**src/rtl/fb_write_sched.sv**
```systemverilog
// Write-port scheduler for the framebuffer: optional clear sweep at frame start, then
// round-robin arbitration of two pixel writers onto the single registered write port.
module fb_write_sched #(
    parameter int               WIDTH       = 4,
    parameter int               DEPTH       = 115200,
    parameter logic [WIDTH-1:0] CLEAR_COLOR = '0,
    // Overridable so a power-of-two DEPTH can still present out-of-range addresses.
    parameter int               ADDR_WIDTH  = $clog2(DEPTH)
) (
    input  logic                  clk,
    input  logic                  rst_n,
    input  logic                  frame_start,
    input  logic                  clear_en,
    input  logic                  req0_valid,
    input  logic [ADDR_WIDTH-1:0] req0_addr,
    input  logic [WIDTH-1:0]      req0_data,
    output logic                  req0_ready,
    input  logic                  req1_valid,
    input  logic [ADDR_WIDTH-1:0] req1_addr,
    input  logic [WIDTH-1:0]      req1_data,
    output logic                  req1_ready,
    output logic                  fb_we,
    output logic [ADDR_WIDTH-1:0] fb_addr,
    output logic [WIDTH-1:0]      fb_d_in,
    output logic                  busy,
    output logic                  clear_done,
    output logic                  addr_err
);

    typedef enum logic [1:0] {
        ST_IDLE,
        ST_CLEAR,
        ST_SERVE
    } state_t;

    localparam logic [ADDR_WIDTH-1:0] LAST_ADDR = ADDR_WIDTH'(DEPTH - 1);
    localparam logic [31:0]           DEPTH_U   = 32'(DEPTH);

    state_t                r_state;
    logic                  r_rr;
    logic [ADDR_WIDTH-1:0] r_cnt;
    logic                  r_fb_we;
    logic [ADDR_WIDTH-1:0] r_fb_addr;
    logic [WIDTH-1:0]      r_fb_d_in;
    logic                  r_clear_done;
    logic                  r_addr_err;

    logic                  w_grant0;
    logic                  w_grant1;
    logic [ADDR_WIDTH-1:0] w_sel_addr;
    logic [WIDTH-1:0]      w_sel_data;
    logic                  w_sel_in_range;
    logic [ADDR_WIDTH-1:0] w_cnt_next;

    // NOTE: every always_comb output gets a default first so no path can infer a latch.
    always_comb begin
        w_grant0 = 1'b0;
        w_grant1 = 1'b0;
        if (r_state == ST_SERVE && !frame_start) begin
            if (req0_valid && (!req1_valid || !r_rr)) begin
                w_grant0 = 1'b1;
            end else if (req1_valid) begin
                w_grant1 = 1'b1;
            end
        end
    end

    assign w_sel_addr     = w_grant1 ? req1_addr : req0_addr;
    assign w_sel_data     = w_grant1 ? req1_data : req0_data;
    assign w_sel_in_range = 32'(w_sel_addr) < DEPTH_U;
    assign w_cnt_next     = r_cnt + ADDR_WIDTH'(1);

    // NOTE: state uses non-blocking assignments only; the defaults at the top of the
    // clocked branch make fb_we and clear_done single-cycle unless re-asserted below.
    always_ff @(posedge clk or negedge rst_n) begin
        if (!rst_n) begin
            r_state      <= ST_IDLE;
            r_rr         <= 1'b0;
            r_cnt        <= '0;
            r_fb_we      <= 1'b0;
            r_fb_addr    <= '0;
            r_fb_d_in    <= '0;
            r_clear_done <= 1'b0;
            r_addr_err   <= 1'b0;
        end else begin
            r_fb_we      <= 1'b0;
            r_clear_done <= 1'b0;
            if (frame_start) begin
                if (clear_en) begin
                    r_state      <= ST_CLEAR;
                    r_cnt        <= '0;
                    r_fb_we      <= 1'b1;
                    r_fb_addr    <= '0;
                    r_fb_d_in    <= CLEAR_COLOR;
                    r_clear_done <= (DEPTH == 1);
                end else begin
                    r_state <= ST_SERVE;
                end
            end else begin
                case (r_state)
                    // r_cnt tracks the address currently presented on fb_addr.
                    ST_CLEAR: begin
                        if (r_cnt == LAST_ADDR) begin
                            r_state <= ST_SERVE;
                        end else begin
                            r_cnt        <= w_cnt_next;
                            r_fb_we      <= 1'b1;
                            r_fb_addr    <= w_cnt_next;
                            r_fb_d_in    <= CLEAR_COLOR;
                            r_clear_done <= (w_cnt_next == LAST_ADDR);
                        end
                    end
                    ST_SERVE: begin
                        if (w_grant0 || w_grant1) begin
                            r_rr <= w_grant0;
                            if (w_sel_in_range) begin
                                r_fb_we   <= 1'b1;
                                r_fb_addr <= w_sel_addr;
                                r_fb_d_in <= w_sel_data;
                            end else begin
                                r_addr_err <= 1'b1;
                            end
                        end
                    end
                    default: ;
                endcase
            end
        end
    end

    assign req0_ready = w_grant0;
    assign req1_ready = w_grant1;
    assign fb_we      = r_fb_we;
    assign fb_addr    = r_fb_addr;
    assign fb_d_in    = r_fb_d_in;
    assign busy       = (r_state == ST_CLEAR);
    assign clear_done = r_clear_done;
    assign addr_err   = r_addr_err;

endmodule

```
**config.mk**
```make
export PLATFORM = sky130hd
export DESIGN_NAME = fb_write_sched
export DESIGN_NICKNAME = d
export VERILOG_FILES = /design/src/rtl/fb_write_sched.sv
export SDC_FILE = /design/constraint.sdc
export NUM_CORES = 1
export LEC_CHECK = 0
export BUFFER_PORTS_ARGS = -buffer_cell sky130_fd_sc_hd__buf_2
export CAP_MARGIN = 20
export CORE_ASPECT_RATIO = 1.2
export CORE_MARGIN = 2
export CORE_UTILIZATION = 54
export DETAILED_ROUTE_END_ITERATION = 8
export PLACE_DENSITY = 0.77
export SYNTH_ARGS = -nofsm -noshare
export SYNTH_HDL_FRONTEND = slang
export SYNTH_SLANG_ARGS = --single-unit
```
**constraint.sdc**
```tcl
create_clock -name clk -period 2.5 [get_ports clk]
set_input_delay 0.5 -clock clk [delete_from_list [all_inputs] [get_ports clk]]
set_output_delay 0.5 -clock clk [all_outputs]
set_load 0.03 [all_outputs]
```
### Word level (Yosys, flattened, before mapping)

Index checks and enable logic that the tools add are counted.
W data, S select, Z words.

| cells by class | value |
|---|---|
| $add $sub $neg | 1 |
| $lt $le $gt $ge | 1 |
| eq/ne operators | 9 |
| mux-type cells | 34 |
| bitwise operators | 2 |
| reduce and logical (&&, ||, !) cells | 15 |

Operators with widths:

| cell | number |
|---|---|
| $mux W17 | 8 |
| $eq A17 B17 Y1 const B | 2 |
| $pmux W17 S2 | 1 |
| $mux W4 | 6 |
| $add A17 B1 Y17 const B | 1 |
| $lt A17 B17 Y1 const B | 1 |
| $mux W1 | 13 |
| $mux W2 | 4 |
| $pmux W4 S2 | 1 |
| $ne A3 B3 Y1 const B | 2 |
| $reduce_and A3 Y1 | 2 |
| $reduce_and A5 Y1 | 1 |
| $reduce_and A4 Y1 | 1 |
| $reduce_bool A2 Y1 | 2 |
| $logic_not A1 Y1 | 3 |
| $ne A3 B2 Y1 const B | 1 |
| $reduce_bool A3 Y1 | 1 |
| $eq A2 B1 Y1 const B | 1 |
| $eq A2 B2 Y1 const B | 1 |
| $logic_and A1 B1 Y1 | 2 |
| $logic_or A1 B1 Y1 | 2 |
| $ne A2 B1 Y1 const B | 1 |
| $ne A2 B2 Y1 const B | 1 |
| $not A1 Y1 | 2 |
| other kinds (2) | 2 |

| word-level totals | value |
|---|---|
| flip-flop bits (word level) | 44 |
| output and inout bits | 27 |
| logic and storage cells | 70 |

### Depth between registers and ports, before layout

Gate-level depths: netlist of run 1.

| depth | value |
|---|---|
| depth in word-level cells | 11 |
| gate-level depth with buffers | 10 |
| depth with buffers taken out | 8 |

### Least setup slack after synthesis of run 1

No wires, ideal clock.

| timing | value |
|---|---|
| kind | register to register |
| start | reg r_state[0] |
| end | reg r_fb_addr[10], in the netlist fb_addr[10] |
| setup time | 0.125 ns |
| arrival | 2.507 ns |
| data required time | 2.375 ns |
| setup slack | -0.132 ns |
| stages on the path, launching flop included | 9 |
| cells stage by stage | dfrtp_1 inv_1 ha_1 nand2b_1 a211oi_1 a221oi_2 a21oi_2 buf_6 mux2_4 |

| on the way | value |
|---|---|
| elaborated cells on any way between the ends | 17 |

RTL lines:

| element | RTL line | source |
|---|---|---|
| start: declaration | 39 | `state_t r_state;` |
| start signal: assignment | 77 | `r_state <= ST_IDLE;` |
| start signal: assignment | 90 | `r_state <= ST_CLEAR;` |
| start signal: assignment | 97 | `r_state <= ST_SERVE;` |
| $eq A2 B2 Y1 | 59 | `if (r_state == ST_SERVE && !frame_start) begin` |
| $logic_and A1 B1 Y1 | 59 |  |
| $mux W1 | 59 |  |
| named net req0_ready | 17 | `output logic req0_ready,` |
| $logic_or A1 B1 Y1 | 114 | `if (w_grant0 \|\| w_grant1) begin` |
| $ne A3 B2 Y1 (no source line) | n/a |  |
| $reduce_and A5 Y1 (no source line) | n/a |  |
| end signal: assignment | 108 | `r_fb_addr <= w_cnt_next;` |
| end signal: assignment | 118 | `r_fb_addr <= w_sel_addr;` |
| end: declaration | 43 | `logic [ADDR_WIDTH-1:0] r_fb_addr;` |

The timed path passes the listed nets, and every way through them passes these cells. The select of a mux whose other input is x is not followed.
A chain may end at the register's enable or synchronous reset.

### Final worst setup path of run 1

| timing | value |
|---|---|
| start | reg r_state[0] |
| end | out req1_ready |

| on the way | value |
|---|---|
| word-level cells in the longest chain between the ends | 3 |

Ends and longest elaborated chain:

| element | RTL line | source |
|---|---|---|
| $eq A2 B2 Y1 | 59 |  |
| $logic_and A1 B1 Y1 | 59 |  |
| $mux W1 | 59 |  |
| end: declaration | 21 | `output logic req1_ready,` |

Every way passes these cells.

==> metrics.txt, run 1 <==
io pins=75; Worst R2R Path Depth=7; Initial Util=0.564; post-synthesis async set-or-reset flop share=1.00; design area=3680 sq um; r2r startpoint=r_cnt[0]; Netlist cell types=62; setup total negative slack=0 ns; Worst Setup End Kind=output pin; num rows=29; Critical Path Source Type=flop; layout cell share with drive strength beyond 1=0.362; Post-DP HPWL=6500 um; Vias=2,923; nets=457; Reg2Reg Setup Slack=0.21 ns; core footprint=5330 sq um; Post-Layout Cell Count=468; Die Width=72.1 um; Cells after DPL=459; DRT iter0 DRCs=222; P&R area growth vs syn=22.4%; ANT nets after route=0; Slew Viols, Final=0; period utilization=0.925; Final Skew=0.0142 ns; DR pass1 iterations=5; sequential area share after synthesis=0.366; placed instance area=3570 sq um; H-tree Lvls=2; Synth Register Bits=44; Post-synth top cells=dfrtp_1, nand2_1, mux2_4; Die H=85.7 um; status=finished clean; Slew HR=0.563; GPL Wtd Cong=0.995; Mapped Area=3010 sq um; Ys Warns=0; clk slew on worst S/H paths=0.09 ns; Synth top area share=0.366; Leak=1.76 nW; # Max-Cap Violations=0; post-layout util=0.690; EDFF count, synth=0; Avg Synthesized Cell Area=9.51 sq um; Critical Path AT=1.81 ns; minimum clock period=2.31 ns; terminus of the critical flop-to-flop path=fb_we; DRT Wirelength=8500 um; Hold WC Path Type=input pin to asynchronous set/reset pin; mean routed wirelength per cell=18.2 um; Worst Max-Slew Pin Slew=0.654 ns; Top FF cell, synth=dfrtp_1; initial antenna violation count=0; Post-Syn Instances=316; most instantiated library cell after synthesis=dfrtp_1; data required time at the worst endpoint=2.00 ns; CP Class=flop to output pin; DRC violations left=0; pwr dens=542 nW/um^2; vias in the first global route=2,655; IO buf count=74; Via density=6.25; clk_lat worst skew=0.30 ns; hold slack=0.171 ns; leading area contributor after synthesis=dfrtp_1; Final setup viols=0; Max stage delay on crit path=0.41 ns; Hold Vio Cnt, Final=0; clk sinks=44; CTS tree=built; largest net degree at the start of global routing=23; Clock Path Buffers=2; top cells by area, synth=dfrtp_1, mux2_4, nand2_1; Clock Tree Root=clkbuf_8; Max Clock Freq=432 MHz; first-pass GRT wire length=13,400 um; Max IR drop VDD=0.000411 V; Total Routing Usage GR=0.278; syn_nets=368; die area=6180 sq um; total CTS buffers=5; Ant. Diodes=0; Crit Path Max Fanout=11; RSZ-0062 raised after global routing=no; Slowest-stage cell, CP=dfrtp_1; total grt overflow=0; critical-path cell list=inv_1 -> ha_1 -> nor2b_1 -> nand3_1 -> inv_2 -> buf_4 -> buf_2
## cell usage in the layout, fill, tap and decap left out, types with 4 or more instances in the layout
cell type	synthesis	final
nand2b_1	4	4
nand4_1	7	7
xnor2_1	9	9
a31oi_1	4	4
mux2i_1	7	7
a311oi_1	7	7
nor3_1	8	8
a211oi_1	12	11
xor2_1	4	4
nand2_1	43	43
o31a_1	8	8
a21oi_1	5	5
o21ai_0	13	13
clkbuf_8	0	5
buf_2	7	74
ha_1	4	4
o31ai_1	5	5
inv_1	11	10
buf_4	2	33
mux2_4	17	17
nand3_1	9	9
dfrtp_1	44	44
nor4_1	5	5
nor2_1	11	11
## routing by layer
metal | GRT usage | share of wire
met5 | 0 | 0
met2 | 0.471 | 0.48
met3 | 0.0400 | 0.086
met4 | 0.0617 | 0.017
met1 | 0.376 | 0.41
## cells by family after synthesis
kind of cell | after synthesis | synth area share
AO/OA/AOI/OAI | 79 | 0.198
multiplexers | 25 | 0.112
XOR/XNOR | 13 | 0.0379
adder cells (fa/ha/maj) | 4 | 0.0166
buffers and inverters | 37 | 0.0595
AND/OR/NAND/NOR | 114 | 0.210
flip-flops | 44 | 0.366
## stage by stage
stage                     worst slack, ns  power (W)
after floorplan                     0.246    0.00124
after global placement              0.173    0.00144
after global routing               0.0838    0.00208
after CTS                          0.0707    0.00200
after detailed placement           0.0860    0.00145
final                               0.187    0.00200
## how the worst max path moves through the flow
stage / startpoint / end / slack, ns / cells past startpoint
floorplan: r_state[0] / fb_addr[10] / 0.25 / 8
global placement: req1_addr[12] / fb_addr[0] / 0.17 / 7
detailed placement: req1_addr[12] / fb_addr[0] / 0.09 / 7
CTS: r_state[0] / req1_ready / 0.07 / 7
global route: r_cnt[0] / clear_done / 0.08 / 6
finish: r_state[0] / req1_ready / 0.19 / 7
## worst max-delay path: cells and delay by family (launching register included)
family / cells / cell delay, ns
fa+ha+maj: 1 / 0.22
buf+inv: 4 / 0.55
flops: 1 / 0.41
simple gates: 2 / 0.33
## power by group
group          switching [W]  internal, W  total (W)  leakage [nW]
clock network       0.000250     0.000297   0.000547        0.0552
logic               0.000369     0.000246   0.000614          1.12
registers          0.0000506     0.000783   0.000834         0.586
total               0.000669      0.00133    0.00200          1.76
## flip-flops by register name, indices dropped and copies added, names as in the netlist
signal,flops
r_cnt,17
fb_d_in,4
r_rr,1
addr_err,1
r_state,2
fb_we,1
clear_done,1
fb_addr,17
## repair_timing
item / in CTS / in global routing
hold endpoints to repair: 0 / 0
hold buffers: 0 / 0
gates resized for setup: 1 / 0
setup buffers: 0 / 1
endpoints found under the setup margin: 1 / 1
## area by class of cell
class,instances,area [sq um]
flip-flops and latches,44,1100
clock inverters,2,35.0
well taps,62,77.6
fillers,426,1650
multi-input cells,235,1730
repair buffers,107,618
clock buffers,6,72.6
inverters,12,45.0
Power figures use the tool's default switching activity.
==> inputs of run 2 (changes only) <==
--- a/config.mk
+++ b/config.mk
@@ -9,9 +9,9 @@
 export CAP_MARGIN = 20
 export CORE_ASPECT_RATIO = 1.2
 export CORE_MARGIN = 2
-export CORE_UTILIZATION = 54
+export CORE_UTILIZATION = 58
 export DETAILED_ROUTE_END_ITERATION = 8
-export PLACE_DENSITY = 0.77
+export PLACE_DENSITY = 0.82
 export SYNTH_ARGS = -nofsm -noshare
 export SYNTH_HDL_FRONTEND = slang
 export SYNTH_SLANG_ARGS = --single-unit
==> constraint.sdc (replaced) <==
create_clock -name clk -period 2.95 [get_ports clk]
set_input_delay 0.59 -clock clk [delete_from_list [all_inputs] [get_ports clk]]
set_output_delay 0.59 -clock clk [all_outputs]
set_load 0.03 [all_outputs]
==> metrics.txt, run 2 (synthesis gave the netlist of run 1 again) <==
status=finished clean; Setup Fix Bufs, Post-CTS=0; Clk network pwr share=0.297; DRT Wirelength=8360 um; Clock Tree Root=clkbuf_8; Slew Viols, Final=0; Hold WC Path Type=input pin to asynchronous set/reset pin; Final setup viols=0; ANT nets after route=0; commonest non-fill, non-tap cell in the layout=buf_2; initial antenna violation count=0; Via density=6.35; Slew HR=0.530; post-layout power=0.00172 W; internal power=0.00116 W; pwr dens=481 nW/um^2; Post-DP HPWL=6230 um; Leak=1.68 nW; clk sinks=44; total grt overflow=0; DR pass1 iterations=5; data required time at the worst endpoint=2.36 ns; Total Routing Usage GR=0.294; Max stage delay on crit path=0.41 ns; nets=438; H-tree Lvls=2; Worst Max-Slew Pin Slew=0.704 ns; Hold Buf Count CTS=0; RSZ-0062 raised after global routing=no; IO buf count=74; post-layout util=0.716; Max Clock Freq=376 MHz; Critical Path Source Type=flop; Crit Path Max Fanout=11; # Max-Cap Violations=0; footprint of the multi-input gates=1730 sq um; layout cell share with drive strength beyond 1=0.328; largest net degree at the start of global routing=45; post-cts resize count=0; Slowest-stage cell, CP=dfrtp_1; die area=5780 sq um; CP Class=flop to output pin; net switching power=0.000559 W; setup total negative slack=0 ns; Worst Setup End Kind=output pin; Vias=2,838; combinational fraction of design power=0.291; Die H=82.9 um; vias in the first global route=2,748; critical-path cell list=inv_1 -> ha_1 -> nor2b_1 -> nand3_1 -> inv_1 -> buf_4 -> buf_2; Hold Vio Cnt, Final=0; most frequent cells in the layout=buf_2, dfrtp_1, nand2_1, mux2_4; minimum clock period=2.66 ns; num rows=28; Die Width=69.7 um; FF/Latch Area=1100 sq um; DRC violations left=0; Sw Share=0.326; period utilization=0.901; Initial Util=0.604; Clock Path Buffers=2; Post-Layout Cell Count=447; CTS tree=built; Reg power frac=0.412; mean routed wirelength per cell=18.7 um; clk slew on worst S/H paths=0.09 ns; P&R area growth vs syn=18.5%; Ant. Diodes=0; core footprint=4970 sq um; Max IR drop VDD=0.000265 V; CP most frequent cell=inv_1; fillers=391; Final Skew=0.00959 ns; GPL Wtd Cong=0.933; Cells after DPL=438; DRT iter0 DRCs=262; total CTS buffers=5; io pins=75; Critical Path AT=2.07 ns; clk_lat worst skew=0.30 ns; first-pass GRT wire length=13,800 um
-- run 2: changes by cell type in the layout (fill, tap and decap cells not counted), sizes merged --
cell	before	now
clkinv	2	1
buf	107	88
clkbuf	6	7
-- run 2: routing by layer --
layer  GRT usage  share of wire  up-vias
met5           0              0        -
met4       0.115          0.030        0
met3      0.0498          0.072       26
met2       0.471           0.48      142
met1       0.397           0.41     1357
li1            -              -     1313
-- run 2: cell type report --
class                   instances  share of cell area
flip-flops and latches         44               0.309
clock inverters                 1             0.00843
well taps                      60              0.0211
clock buffers                   7              0.0270
multi-input cells             235               0.485
repair buffers                 88               0.137
inverters                      12              0.0126
-- run 2: power groups by stage --
| stage | clock network (W) | registers [W] | logic, W |
|---|---|---|---|
| floorplan | 0 | 0.000813 | 0.000235 |
| detailed placement | 0 | 0.000717 | 0.000492 |
| finish | 0.000509 | 0.000706 | 0.000499 |
| global placement | 0 | 0.000714 | 0.000483 |
| global route | 0.000541 | 0.000716 | 0.000534 |
| CTS | 0.000519 | 0.000706 | 0.000494 |
-- run 2: worst max-delay path: cells and delay by family (launching register included) --
| family | cells | cell delay (ns) |
|---|---|---|
| buffers and inverters | 4 | 0.61 |
| flip-flops | 1 | 0.41 |
| adder cells (fa/ha/maj) | 1 | 0.40 |
| AND/OR/NAND/NOR | 2 | 0.34 |
-- run 2: metrics by stage --
stage | hold WS, ns | area, sq um | setup WS, ns
global placement | 0.470 | 3420 | 0.363
finish | 0.0942 | 3560 | 0.292
floorplan | 0.294 | 3010 | 0.292
CTS | 0.483 | 3540 | 0.287
global route | 0.0888 | 3560 | 0.169
detailed placement | 0.484 | 3420 | 0.271
-- run 2: worst paths after layout --
check | start | to | slack, ns | depth (start not counted)
min reg2reg | fb_addr[1] | fb_addr[1] | 0.52 | 1
max | r_state[0] | req1_ready | 0.29 | 7
min | rst_n | fb_d_in[0] | 0.09 | 1
max reg2reg | r_cnt[5] | fb_addr[0] | 0.35 | 6
max in group asynchronous | rst_n | r_cnt[5] | 2.41 | 2
min in group clk | clear_en | r_cnt[1] | 0.52 | 2
==> inputs of run 3 (changes only) <==
==> config.mk (replaced) <==
export PLATFORM = sky130hd
export DESIGN_NAME = fb_write_sched
export DESIGN_NICKNAME = d
export VERILOG_FILES = /design/src/rtl/fb_write_sched.sv
export SDC_FILE = /design/constraint.sdc
export NUM_CORES = 1
export LEC_CHECK = 0
export CAP_MARGIN = 20
export CORE_ASPECT_RATIO = 1.2
export CORE_MARGIN = 2
export CORE_UTILIZATION = 60
export DETAILED_ROUTE_END_ITERATION = 8
export DONT_BUFFER_PORTS = 1
export PLACE_DENSITY = 0.72
export SETUP_SLACK_MARGIN = 0.5
export SYNTH_ARGS = -nofsm -noshare
export SYNTH_HDL_FRONTEND = slang
export SYNTH_SLANG_ARGS = --single-unit
==> metrics.txt, run 3 (synthesis gave the netlist of run 1 again) <==
status=finished clean; DRC violations left=0; core footprint=4870 sq um; GPL Wtd Cong=0.957; die area=5600 sq um; Max stage delay on crit path=0.52 ns; Total Routing Usage GR=0.301; critical-path cell list=or4_1 -> o2111ai_1 -> a221oi_2 -> a21oi_4 -> mux2_1; Worst R2R Path Depth=5; Final setup viols=0; minimum clock period=2.34 ns; layout cell share with drive strength beyond 1=0.179; clk sinks=44; post-layout util=0.657; routed wl met2=3910 um; IO buf count=0; Slew Viols, Final=0; wl on met1=3270 um; P&R area growth vs syn=6.45%; setup total negative slack=0 ns; Slew HR=0.489; RSZ-0062 raised after global routing=yes; mean routed wirelength per cell=21.6 um; Die H=81.5 um; Sw Share=0.349; Worst Max-Slew Pin Slew=0.759 ns; Reg power frac=0.538; r2r startpoint=r_cnt[11]; CP Class=input pin to flop; fillers=416; Vias=2,478; DRT Wirelength=8020 um; initial antenna violation count=0; pwr dens=476 nW/um^2; nets=363; Max IR drop VDD=0.000213 V; internal power=0.000991 W; Hold Vio Cnt, Final=0; H-tree Lvls=2; clk slew on worst S/H paths=0.09 ns; commonest non-fill, non-tap cell in the layout=dfrtp_1; Clock Tree Root=clkbuf_8; Clock Path Buffers=2; Post-DP HPWL=5790 um; clk_lat worst skew=0.30 ns; DRT iter0 DRCs=184; ANT nets after route=0; Ant. Diodes=0; net switching power=0.000532 W; Reg2Reg Setup Slack=0.61 ns; terminus of the critical flop-to-flop path=fb_d_in[3]; Hold WC Path Type=input pin to asynchronous set/reset pin; Critical Path AT=2.53 ns; total CTS buffers=5; Met3 Wirelength=632 um; Max Clock Freq=427 MHz; total grt overflow=0; Die Width=68.6 um; CTS tree=built; DR pass1 iterations=4; io pins=75; first-pass GRT wire length=12,400 um; period utilization=0.794; Via density=6.66; most frequent cells in the layout=dfrtp_1, nand2_1, mux2_4, o21ai_0; Clk network pwr share=0.260; data required time at the worst endpoint=3.13 ns; Final Skew=0.00754 ns; Worst Setup End Kind=flop; Initial Util=0.617; top sig layer=met4; Leak=1.34 nW; Crit Path Max Fanout=11; largest net degree at the start of global routing=45; Critical Path Source Type=input pin; num rows=28; # Max-Cap Violations=0; vias in the first global route=2,413; Slowest-stage cell, CP=or4_1; combinational fraction of design power=0.203
## run 3: cell types whose count changed in the layout (fill, tap and decap cells not counted), sizes merged
| cell | delta |
|---|---|
| bufinv | -1 |
| a21oi | +1 |
| clkbuf | -1 |
| clkinv | +2 |
| buf | -76 |
## run 3: worst max path at each step
stage,from,to,slack [ns]
2_1_floorplan,req1_addr[12],fb_addr[10],0.64
3_3_place_gp,req0_addr[12],fb_addr[0],0.14
3_5_place_dp,req0_addr[12],fb_addr[0],0.08
4_1_cts,r_state[0],req1_ready,0.52
5_1_grt,r_cnt[1],clear_done,0.45
6_report,req0_addr[12],fb_addr[0],0.61
## run 3: cell type report
type,instances,area (sq um),share of cell area
multi-input combinational,236,1770,0.553
timing repair buffer,12,118,0.0367
clock buffer,6,82.6,0.0258
inverter,12,45.0,0.0141
clock inverter,2,10.0,0.00313
sequential,44,1100,0.344
tap,60,75.1,0.0235
## run 3: power by group through the flow
stage / logic, W / registers [W] / clock network (W)
6_report: 0.000309 / 0.000819 / 0.000395
3_5_place_dp: 0.000281 / 0.000830 / 0
5_1_grt: 0.000334 / 0.000828 / 0.000428
3_3_place_gp: 0.000272 / 0.000828 / 0
4_1_cts: 0.000304 / 0.000819 / 0.000400
2_1_floorplan: 0.000236 / 0.000814 / 0
## run 3: per-layer routing
metal  GRT usage  up-vias
met5           0        -
met4       0.112        0
met3      0.0685       18
met2       0.504      118
met1       0.373     1178
li1            -     1164
## run 3: critical path, delay by kind of cell
| family | cells | cell delay, ns |
|---|---|---|
| mux | 1 | 0.37 |
| simple gates | 1 | 0.52 |
| compound gates | 3 | 1.05 |
## run 3: through the flow
| stage | setup slack, ns | total power (W) | cell area (sq um) | hold slack (ns) | cells |
|---|---|---|---|---|---|
| after floorplan | 0.638 | 0.00105 | 3010 | 0.294 | 316 |
| after global placement | 0.139 | 0.00110 | 3040 | 0.295 | 362 |
| after detailed placement | 0.0849 | 0.00111 | 3040 | 0.295 | 362 |
| after CTS | 0.520 | 0.00152 | 3180 | 0.134 | 372 |
| after global routing | 0.445 | 0.00159 | 3200 | 0.138 | 372 |
| final | 0.608 | 0.00152 | 3200 | 0.126 | 372 |
## run 3: repair_timing
action | in CTS | in global routing
gates resized for setup | 1 | 6
buffers inserted | 0 | 0
cloned | 1 | 0
pin swaps | 1 | 0
hold endpoints to repair | 44 | 0
hold buffers | 1 | 0
endpoints found under the setup margin | 18 | 20
